$ cat src/rtl/signal_gen_frame.sv
// Frame-based complex waveform generator: fills a 2**N-sample buffer one pair
// per cycle, then presents the whole frame until the consumer accepts it.
module signal_gen_frame #(
  parameter int N   = 3,
  parameter int W   = 8,
  parameter int AMP = 63
) (
  input  logic                 clk,
  input  logic                 rst,
  input  logic                 en,
  input  logic [2:0]           regime,
  input  logic                 sweep,
  input  logic                 out_ready,
  output logic                 out_valid,
  output logic [(2**N)*W-1:0]  out_r,
  output logic [(2**N)*W-1:0]  out_i,
  output logic [15:0]          frame_cnt
);

  localparam int L = 2**N;
  localparam logic [W-1:0] A  = W'(AMP);
  localparam logic [W-1:0] NA = W'(-AMP);

  localparam logic [1:0] IDLE = 2'd0;
  localparam logic [1:0] FILL = 2'd1;
  localparam logic [1:0] HOLD = 2'd2;

  logic [1:0]            state_q, state_d;
  logic [N-1:0]          idx_q, idx_d;
  logic [N-1:0]          ph_q, ph_d;
  logic [15:0]           lfsr_q, lfsr_d;
  logic [2:0]            reg_q, reg_d;
  logic                  swp_q, swp_d;
  logic                  vld_q, vld_d;
  logic [15:0]           cnt_q, cnt_d;
  logic [L-1:0][W-1:0]   buf_r_q, buf_r_d, buf_i_q, buf_i_d;
  logic [L-1:0][W-1:0]   out_r_q, out_r_d, out_i_q, out_i_d;

  logic [N-1:0]          p;
  logic [1:0]            p4;
  logic [W-1:0]          smp_a, smp_r, smp_i, lfsr_sh;
  logic                  swap;
  logic [15:0]           lfsr_step;

  assign lfsr_step = {lfsr_q[14:0], lfsr_q[15] ^ lfsr_q[13] ^ lfsr_q[12] ^ lfsr_q[10]};
  assign lfsr_sh   = W'($signed(lfsr_q[W-1:0]) >>> 1);

  // Waveform for the sample being written this cycle; odd regimes (except
  // the impulse) route it to the imaginary rail instead of the real one.
  always_comb begin
    p     = idx_q + ph_q;
    p4    = 2'(p);
    smp_a = '0;
    case (reg_q)
      3'b000, 3'b001: smp_a = p4[1] ? NA : A;
      3'b010, 3'b011: smp_a = p4[0] ? A : NA;
      3'b100, 3'b101: smp_a = (p4 == 2'd0) ? A : ((p4 == 2'd2) ? NA : '0);
      3'b110:         smp_a = lfsr_sh;
      default:        smp_a = (idx_q == ph_q) ? A : '0;
    endcase
    swap  = reg_q[0] && (reg_q != 3'b111);
    smp_r = swap ? '0 : smp_a;
    smp_i = swap ? smp_a : '0;
  end

  always_comb begin
    state_d = state_q;
    idx_d   = idx_q;
    ph_d    = ph_q;
    lfsr_d  = lfsr_q;
    reg_d   = reg_q;
    swp_d   = swp_q;
    vld_d   = vld_q;
    cnt_d   = cnt_q;
    buf_r_d = buf_r_q;
    buf_i_d = buf_i_q;
    out_r_d = out_r_q;
    out_i_d = out_i_q;
    case (state_q)
      IDLE: begin
        if (en) begin
          state_d = FILL;
          idx_d   = '0;
          reg_d   = regime;
          swp_d   = sweep;
        end
      end
      FILL: begin
        buf_r_d[idx_q] = smp_r;
        buf_i_d[idx_q] = smp_i;
        if (reg_q == 3'b110) lfsr_d = lfsr_step;
        if (idx_q == N'(L-1)) begin
          // copy includes the sample written on this same edge
          state_d = HOLD;
          out_r_d = buf_r_d;
          out_i_d = buf_i_d;
          vld_d   = 1'b1;
        end else begin
          idx_d = idx_q + N'(1);
        end
      end
      HOLD: begin
        if (vld_q && out_ready) begin
          vld_d = 1'b0;
          cnt_d = cnt_q + 16'd1;
          if (swp_q) ph_d = ph_q + N'(1);
          if (en) begin
            state_d = FILL;
            idx_d   = '0;
            reg_d   = regime;
            swp_d   = sweep;
          end else begin
            state_d = IDLE;
          end
        end
      end
      default: state_d = IDLE;
    endcase
  end

  always_ff @(posedge clk) begin
    if (rst) begin
      state_q <= IDLE;
      idx_q   <= '0;
      ph_q    <= '0;
      lfsr_q  <= 16'hACE1;
      reg_q   <= '0;
      swp_q   <= 1'b0;
      vld_q   <= 1'b0;
      cnt_q   <= '0;
      buf_r_q <= '0;
      buf_i_q <= '0;
      out_r_q <= '0;
      out_i_q <= '0;
    end else begin
      state_q <= state_d;
      idx_q   <= idx_d;
      ph_q    <= ph_d;
      lfsr_q  <= lfsr_d;
      reg_q   <= reg_d;
      swp_q   <= swp_d;
      vld_q   <= vld_d;
      cnt_q   <= cnt_d;
      buf_r_q <= buf_r_d;
      buf_i_q <= buf_i_d;
      out_r_q <= out_r_d;
      out_i_q <= out_i_d;
    end
  end

  assign out_valid = vld_q;
  assign out_r     = out_r_q;
  assign out_i     = out_i_q;
  assign frame_cnt = cnt_q;

endmodule

$ cat config.mk
export PLATFORM = sky130hd
export DESIGN_NAME = signal_gen_frame
export DESIGN_NICKNAME = d
export VERILOG_FILES = /design/src/rtl/signal_gen_frame.sv
export SDC_FILE = /design/constraint.sdc
export NUM_CORES = 1
export LEC_CHECK = 0
export CAP_MARGIN = 10
export CORE_MARGIN = 10
export CORE_UTILIZATION = 55
export DETAILED_ROUTE_END_ITERATION = 8
export MAX_ROUTING_LAYER = met4
export PLACE_DENSITY_LB_ADDON = 0.2
export SYNTH_ARGS = -nofsm -noshare
export SYNTH_HDL_FRONTEND = slang
export SYNTH_SLANG_ARGS = --single-unit
$ cat constraint.sdc
create_clock -name clk -period 2.6 [get_ports clk]
set_input_delay 0.65 -clock clk [delete_from_list [all_inputs] [get_ports clk]]
set_output_delay 0.65 -clock clk [all_outputs]
set_load 0.02 [all_outputs]
==> impl_metrics.yaml, run 1 <==
status:
  status: "complete, no violations"
sta:
  tns_ns: 0
  fin_ws_ns: 0.146
  worstMarginPinSlew_ns: 0.869
  skew_ns: 0.0117
  max_freq_mhz: 408
  period_share_pct: 94.4
  hold_violations: 0
  hold_ws_ns: 0.455
  period_needed_ns: 2.45
  setup_violations: 0
  report.final.slew_viol_count: 0
  rsz0062_at_grt: "no"
  relSlewSlack_pct: 42.0
drt:
  vias: 10894
  wl_per_cell_um: 18.2
  drcViolationCount: 0
  routed_wl_um: 33200
  first_pass_iters: 5
  drt_iter0_markers: 1030
  wl_met3_um: 2580
  top_layer_used: "met4"
  drt-met1-wl_um: 14500
  met2WireLength_um: 15400
  routed_via_density: 5.96
  ant_nets: 0
critical_path:
  crit_type: "register to register"
  cp-start-kind: "register"
  crit_arrival_ns: 2.92
  path_depth: 5
  startpoint: "idx_q[0]"
  cp.required_ns: 3.07
  cp-end-kind: "register"
  cp_slowest_cell: "o2111a_1"
  r2r_setup_slack_ns: 0.15
  path_delay_family: "compound AO/OA/AOI/OAI gates"
  r2r_end: "buf_i_q[9]"
  critPathMaxStageDelay_ns: 0.78
  worstRegToRegCells: 5
  reg2reg_from: "idx_q[0]"
  cp-endpoint: "buf_i_q[9]"
  path_buf_inv: 0
  crit_path_cell_trace: "ha_1 -> nand2b_1 -> o2111a_1 -> nand2_1 -> a21oi_1"
  crit_fanout: 16
clock_tree:
  cts_resized: 0
  cts_buffer_depth: 3
  post_cts_buffers: 0
  clk_latency_ns: 0.55
  cts_tree: "done"
  cts-root-buf: "clkbuf_16"
  ctsHoldBuffers: 0
  cts_made_buffers: 30
  cts_max_level: 1
  clkTransAtPathRegs_ns: 0.06
  cts_sinks: 301
placement:
  dp.final_hpwl_um: 21500
  io_buffers: 152
  dp.cells: 1773
  dpl_worst_slack_ns: 0.186
  globalplace.congestion: 0.858
  dpl_cell_area_um2: 13700
flow_run:
  max_cap_violations: 0
power:
  power_mw: 9.48
  p_int_mw: 7.36
  p_leak_nw: 5.31
  irDropWorstVdd_uv: 465
  p_switching_mw: 2.12
  p_comb_share_pct: 5.2
  clockPowerShare_pct: 45.5
  p_per_area_nw_per_um2: 647
  seqPwrFrac_pct: 49.3
  swShare_pct: 22.3
yosys:
  yosys.cell_count.top_type: "dfxtp_1"
  synth_edf_count: 0
  synth_top_area_share_pct: 51.3
  synth_commonest_cells: "dfxtp_1, a21oi_1, nand2_1"
  synth_nets: 1425
  synthCells: 1412
  syn-cell-area_um2: 11700
  ys_warn_count: 0
  ys_ff_latch: 301
  yosysSeqAreaShare_pct: 51.3
  synth.avg_cell_area_um2: 8.32
  synthTopCellsByArea: "dfxtp_1, a21oi_1, nand2_1"
  synth_flop_cell: "dfxtp_1"
  ys_async_sr_fraction_pct: 0
  synth.distinct_cells: 52
  yosys.area.top_type: "dfxtp_1"
cells_and_area:
  n_antenna_cell: 0
  nFillCells: 1655
  multi_input_area_um2: 5240
  syn2layout_area_growth_pct: 24.8
  instances_no_fill: 1827
  seqCellArea_um2: 6030
  layout.nets: 1543
  final_util_pct: 69.7
  drive_gt1_share_pct: 7.93
  fin_area_um2: 14700
global_routing:
  track_usage_pct: 22.9
  grt_max_degree: 124
  grt_antenna_before_repair: 0
  grt_pass1_wl_um: 52900
  grt_pass1_vias: 10171
  overflow: 0
die:
  initial_core_util_pct: 55.9
  pin_count: 153
  num_rows: 53
  fp.dieH_um: 166
  dieArea_um2: 27600
  fp.dieW_um: 166
  fp.coreArea_um2: 21000
hold_path:
  hold_depth: 2
  holdCritPathClass: "register to register"
==> kinds of logic (layout without fill, tap and decap cells) <==
group | after synthesis | count (layout) | share of synthesized area, %
AO/OA/AOI/OAI | 525 | 525 | 24.9
AND/OR/NAND/NOR | 436 | 436 | 17.3
flip-flops | 301 | 301 | 51.3
buffers and inverters | 125 | 265 | 4.16
XOR/XNOR | 18 | 18 | 1.60
adder cells (fa/ha/maj) | 6 | 6 | 0.618
multiplexers | 1 | 1 | 0.0853
==> placed cells by master (no fill, tap or decap), types with 6 or more instances in the layout <==
cell,netlist,final
a21oi_1,296,296
a311oi_1,8,8
a31oi_1,16,16
buf_12,0,8
buf_4,0,48
clkbuf_1,110,8
clkbuf_16,0,31
clkbuf_8,0,7
clkdlybuf4s50_1,0,151
dfxtp_1,301,301
nand2_1,241,241
nand2b_1,17,17
nand3_1,72,72
nor2_1,32,32
nor3_1,17,17
o21ai_0,125,125
o22ai_1,64,64
xnor2_1,6,6
xor2_1,10,10
==> worst register-to-register path, delay by kind of cell (launching register included) <==
| family | cells | cell delay (ns) |
|---|---|---|
| AO/OA/AOI/OAI | 2 | 1.00 |
| adder cells (fa/ha/maj) | 1 | 0.52 |
| flip-flops | 1 | 0.36 |
| AND/OR/NAND/NOR | 2 | 0.50 |
==> layout make-up <==
type / instances / area share, %
multi-input cells: 986 / 35.7
well taps: 275 / 2.35
inverters: 4 / 0.120
flip-flops and latches: 301 / 41.1
clock buffers: 46 / 6.16
clock inverters: 8 / 0.640
repair buffers: 207 / 13.9
==> state kept, by name (all words and copies together), names as in the netlist <==
name       cells
reg_q          3
out_r         64
ph_q           3
out_i         64
idx_q          3
state_q        2
swp_q          1
buf_i_q       64
frame_cnt     16
buf_r_q       64
lfsr_q        16
out_valid      1
==> power by group through the flow <==
| stage | clock network, mW | logic (mW) | registers (mW) |
|---|---|---|---|
| CTS | 4.35 | 0.485 | 4.67 |
| floorplan | 0 | 0.320 | 4.76 |
| global route | 4.56 | 0.521 | 4.67 |
| finish | 4.32 | 0.492 | 4.67 |
| detailed placement | 0 | 0.482 | 4.77 |
| global placement | 0 | 0.476 | 4.77 |
==> metal layers <==
layer,track usage [%],vias up
met2,35.9,454
met5,-,-
li1,-,5251
met1,30.0,5116
met3,3.90,73
met4,6.32,0
==> worst min path at each step <==
stage,end,start,slack [ns]
after global routing,lfsr_q[9],lfsr_q[9],0.47
after global placement,buf_i_q[30],buf_i_q[30],0.44
after detailed placement,buf_i_q[14],buf_i_q[14],0.45
after CTS,buf_i_q[14],buf_i_q[14],0.46
final,buf_i_q[58],buf_i_q[58],0.45
after floorplan,lfsr_q[9],lfsr_q[8],0.43
Power figures use the tool's default switching activity.
==> run 2: changes to the inputs <==
- PLACE_DENSITY: unset -> 0.77
- PLACE_DENSITY_LB_ADDON: 0.2 -> unset
==> impl_metrics.yaml, run 2 (synthesized netlist as in run 1, its figures left out) <==
status:
  status: "complete, no violations"
sta:
  period_needed_ns: 2.32
  period_share_pct: 89.1
  setup_violations: 0
  rsz0062_at_grt: "no"
  report.final.slew_viol_count: 0
  relSlewSlack_pct: 41.7
  tns_ns: 0
  skew_ns: 0.0187
  fin_ws_ns: 0.283
  hold_violations: 0
  worstMarginPinSlew_ns: 0.874
  max_freq_mhz: 432
cells_and_area:
  layout.nets: 1542
  drive_gt1_share_pct: 7.81
  fin_area_um2: 14600
  seqCellArea_um2: 6030
  n_antenna_cell: 0
  final_common_cell: "dfxtp_1"
  nFillCells: 1684
  final_cell_mix: "dfxtp_1, a21oi_1, nand2_1"
  multi_input_area_um2: 5240
  syn2layout_area_growth_pct: 24.2
drt:
  vias: 10823
  drt_iter0_markers: 1002
  wl_per_cell_um: 18.1
  ant_nets: 0
  drcViolationCount: 0
  routed_wl_um: 33000
  first_pass_iters: 6
  routed_via_density: 5.93
global_routing:
  grt_antenna_before_repair: 0
  track_usage_pct: 23.0
  overflow: 0
  grt_pass1_vias: 10324
  grt_pass1_wl_um: 53300
  grt_max_degree: 97
clock_tree:
  clkTransAtPathRegs_ns: 0.06
  ctsHoldBuffers: 0
  cts_buffer_depth: 3
  cts-root-buf: "clkbuf_16"
  cts_tree: "done"
  cts_max_level: 1
  post_cts_buffers: 0
  cts_resized: 0
  cts_made_buffers: 30
  cts_sinks: 301
  clk_latency_ns: 0.55
placement:
  io_buffers: 152
  dpl_worst_slack_ns: 0.279
  dpl_cell_area_um2: 13600
  globalplace.congestion: 0.871
  dp.final_hpwl_um: 21500
critical_path:
  crit_fanout: 7
  r2r_setup_slack_ns: 0.32
  r2r_end: "buf_r_q[23]"
  cp-start-kind: "register"
  cp_slowest_cell: "clkdlybuf4s50_1"
  path_delay_family: "buffers and inverters"
  critPathMaxStageDelay_ns: 0.66
  cp.required_ns: 1.95
  worstRegToRegCells: 5
  reg2reg_from: "idx_q[1]"
  crit_arrival_ns: 1.67
  crit_type: "register to output pin"
  crit_path_cell_trace: "clkdlybuf4s50_1"
  cp-end-kind: "output pin"
  path_buf_inv: 1
die:
  initial_core_util_pct: 55.9
  fp.coreArea_um2: 21000
  fp.dieW_um: 166
  fp.dieH_um: 166
  pin_count: 153
  dieArea_um2: 27600
  num_rows: 53
hold_path:
  hold_depth: 2
  holdCritPathClass: "register to register"
  hp-start: "buf_i_q[21]"
  hold_end: "buf_i_q[21]"
flow_run:
  max_cap_violations: 0
power:
  p_leak_nw: 5.28
  power_mw: 9.45
  irDropWorstVdd_uv: 559
  p_per_area_nw_per_um2: 648
-- run 2: cell count changes in the layout (fill, tap and decap cells not counted), sizes merged --
cell / previous run / this run
buf: 56 / 55
clkbuf: 46 / 45
clkinv: 6 / 5
clkinvlp: 0 / 1
-- run 2: per-layer routing --
layer / global-route usage (%) / vias up / share of wire [%]
met5: - / - / 0
met4: 5.16 / 0 / 1.6
met3: 3.88 / 43 / 7.1
met2: 36.7 / 440 / 46
met1: 29.9 / 5105 / 45
li1: - / 5235 / -
-- run 2: through the flow --
stage	utilization, %	hold WS [ns]	cells
2_1_floorplan	-	0.432	1412
3_3_place_gp	64.7	0.441	1772
3_5_place_dp	64.7	0.445	1772
4_1_cts	69.4	0.453	1825
5_1_grt	69.4	0.469	1825
6_report	69.4	0.453	1825
-- run 2: area by class of cell --
class,count,area share [%]
flip-flops and latches,301,41.3
multi-input cells,986,35.9
repair buffers,206,13.5
clock buffers,45,6.09
well taps,275,2.36
clock inverters,8,0.661
inverters,4,0.120
-- run 2: power breakdown --
group	switching, mW	internal (mW)
combinational	0.338	0.149
sequential	0.0253	4.64
clock	1.75	2.54
-- run 2: worst max path at each step --
stage	to	cells past startpoint	startpoint	slack (ns)
6_report	frame_cnt[2]	1	frame_cnt[2]	0.28
4_1_cts	frame_cnt[10]	1	frame_cnt[10]	0.26
3_5_place_dp	frame_cnt[15]	5	out_ready	0.28
2_1_floorplan	buf_r_q[10]	7	idx_q[0]	0.43
3_3_place_gp	frame_cnt[15]	5	out_ready	0.35
5_1_grt	buf_r_q[23]	5	idx_q[1]	0.18
==> variant, RTL diff (config.mk and constraints of run 2) <==
Put one more register stage on the output `frame_cnt`, with the module's reset. The value now appears one clock later. The other outputs are not delayed to match.
--- a/src/rtl/signal_gen_frame.sv
+++ b/src/rtl/signal_gen_frame.sv
@@ -151,7 +151,13 @@
   assign out_valid = vld_q;
   assign out_r     = out_r_q;
   assign out_i     = out_i_q;
-  assign frame_cnt = cnt_q;
+  always_ff @(posedge clk) begin
+    if (rst) begin
+      frame_cnt <= '0;
+    end else begin
+      frame_cnt <= cnt_q;
+    end
+  end
 
 endmodule
 
Behaviour: same outputs for any inputs over 10 cycles, from zero or initial values and one cycle with rst high; that may be too few to reach the edited logic, so the function may still have changed.
==> variant against run 2 <==
- clock power grew 16%
- sequential cell count is 16 higher
- design area is 4.2% higher
- power rose by 9.9%
- synthesized area increased by 3.6%
- first-iteration DRC count rose by 7.8%
- routed wire length grew 3.2%
- maximum frequency up 1.6%
- clock skew is 0.011 ns lower
- setup slack better by 0.037 ns
- via count rose by 1.9%
- critical endpoint is now buf_r_q[23]$_SDFFE_PP0P_
- largest power group is now the clock network
==> variant: results <==
{
  "placed_cells": 1806,
  "synth_fp_nets": 1458,
  "drt_iter0_markers": 1080,
  "netSwitchingPower_uw": 2270,
  "stdcell_area_um2": 15200,
  "worst_pin_slew_ns": 0.809,
  "cpPeakStageDelay_ns": 0.63,
  "synth.area.top_cells": "dfxtp_1 (52%), a21oi_1 (12%), nand2_1 (7.4%)",
  "num-nets-final": 1572,
  "r2r-start": "idx_q[1]$_SDFFE_PP0P_",
  "status": "complete, no violations",
  "yosys-top-cells-count": "dfxtp_1 (317), a21oi_1 (294), nand2_1 (240)",
  "slowest_stage": "or3b_2",
  "cp_max_fo": 15,
  "fin_hold_ws_ns": 0.455,
  "crit_family": "simple AND/OR/NAND/NOR gates",
  "vias": 11031,
  "finalWorstSetupSlack_ns": 0.321,
  "muxShareOfSynthArea_pct": 0.267,
  "synthAdderAreaFrac_pct": 0.596,
  "syn_avg_cell_area_um2": 8.42,
  "grt_usage_pct": 23.5,
  "place_area_um2": 14000,
  "yosysSeqAreaShare_pct": 52.2,
  "cp-startpoint": "idx_q[1]$_SDFFE_PP0P_",
  "fillers": 1759,
  "p_int_uw": 8110,
  "cts_setup_buffers": 0,
  "gp_congestion": 0.858,
  "hpwlAfterDp_mm": 21.7,
  "synth_xor_area_share_pct": 1.54,
  "synth_compound_area_share_pct": 23.9,
  "grt_pass1_wl_mm": 55.3,
  "numPortBuffers": 152,
  "vias_per_cell": 5.92,
  "p_seq_uw": 4910,
  "cp.arrival_ns": 2.76,
  "p_clk_share_pct": 47.9,
  "clock_skew_ns": 0.00806,
  "cts_buffers": 31,
  "drt-pass1-iter-count": 6,
  "cp_num_cells": 5,
  "drive_above_1_share_pct": 8.15,
  "leakagePower_uw": 0.00555,
  "synth.distinct_cells": 53,
  "place_ws_ns": 0.310,
  "irDropWorstVdd_mv": 0.457,
  "wl_mm": 34.0,
  "endpoint": "buf_r_q[23]$_SDFFE_PP0P_",
  "hp-start": "buf_i_q[2]$_SDFFE_PP0P_",
  "grt_max_degree": 140,
  "hold-path-endpoint": "buf_i_q[2]$_SDFFE_PP0P_"
}
variant: cell types whose count changed after synthesis, moves of 2 or more:
| cell | delta |
|---|---|
| a21oi_1 | -2 |
| nor2b_1 | +16 |
| buf_1 | +2 |
| mux2_2 | +2 |
| nor2_1 | +2 |
| dfxtp_1 | +16 |
variant: routing by layer:
layer  vias to the layer above  wire length, um  global-route usage [%]
met4                         0              992                    8.14
met5                         -                0                       -
li1                       5324                -                       -
met3                        77             2540                    3.75
met1                      5179            15300                    32.3
met2                       451            15200                    34.6
variant: final cells by class:
| type | instances | share of cell area, % |
|---|---|---|
| Sequential cell | 317 | 41.8 |
| Multi-Input combinational cell | 1001 | 35.1 |
| Timing Repair Buffer | 204 | 13.1 |
| Clock buffer | 42 | 5.84 |
| Tap cell | 280 | 2.31 |
| Clock inverter | 15 | 1.74 |
| Inverter | 4 | 0.115 |
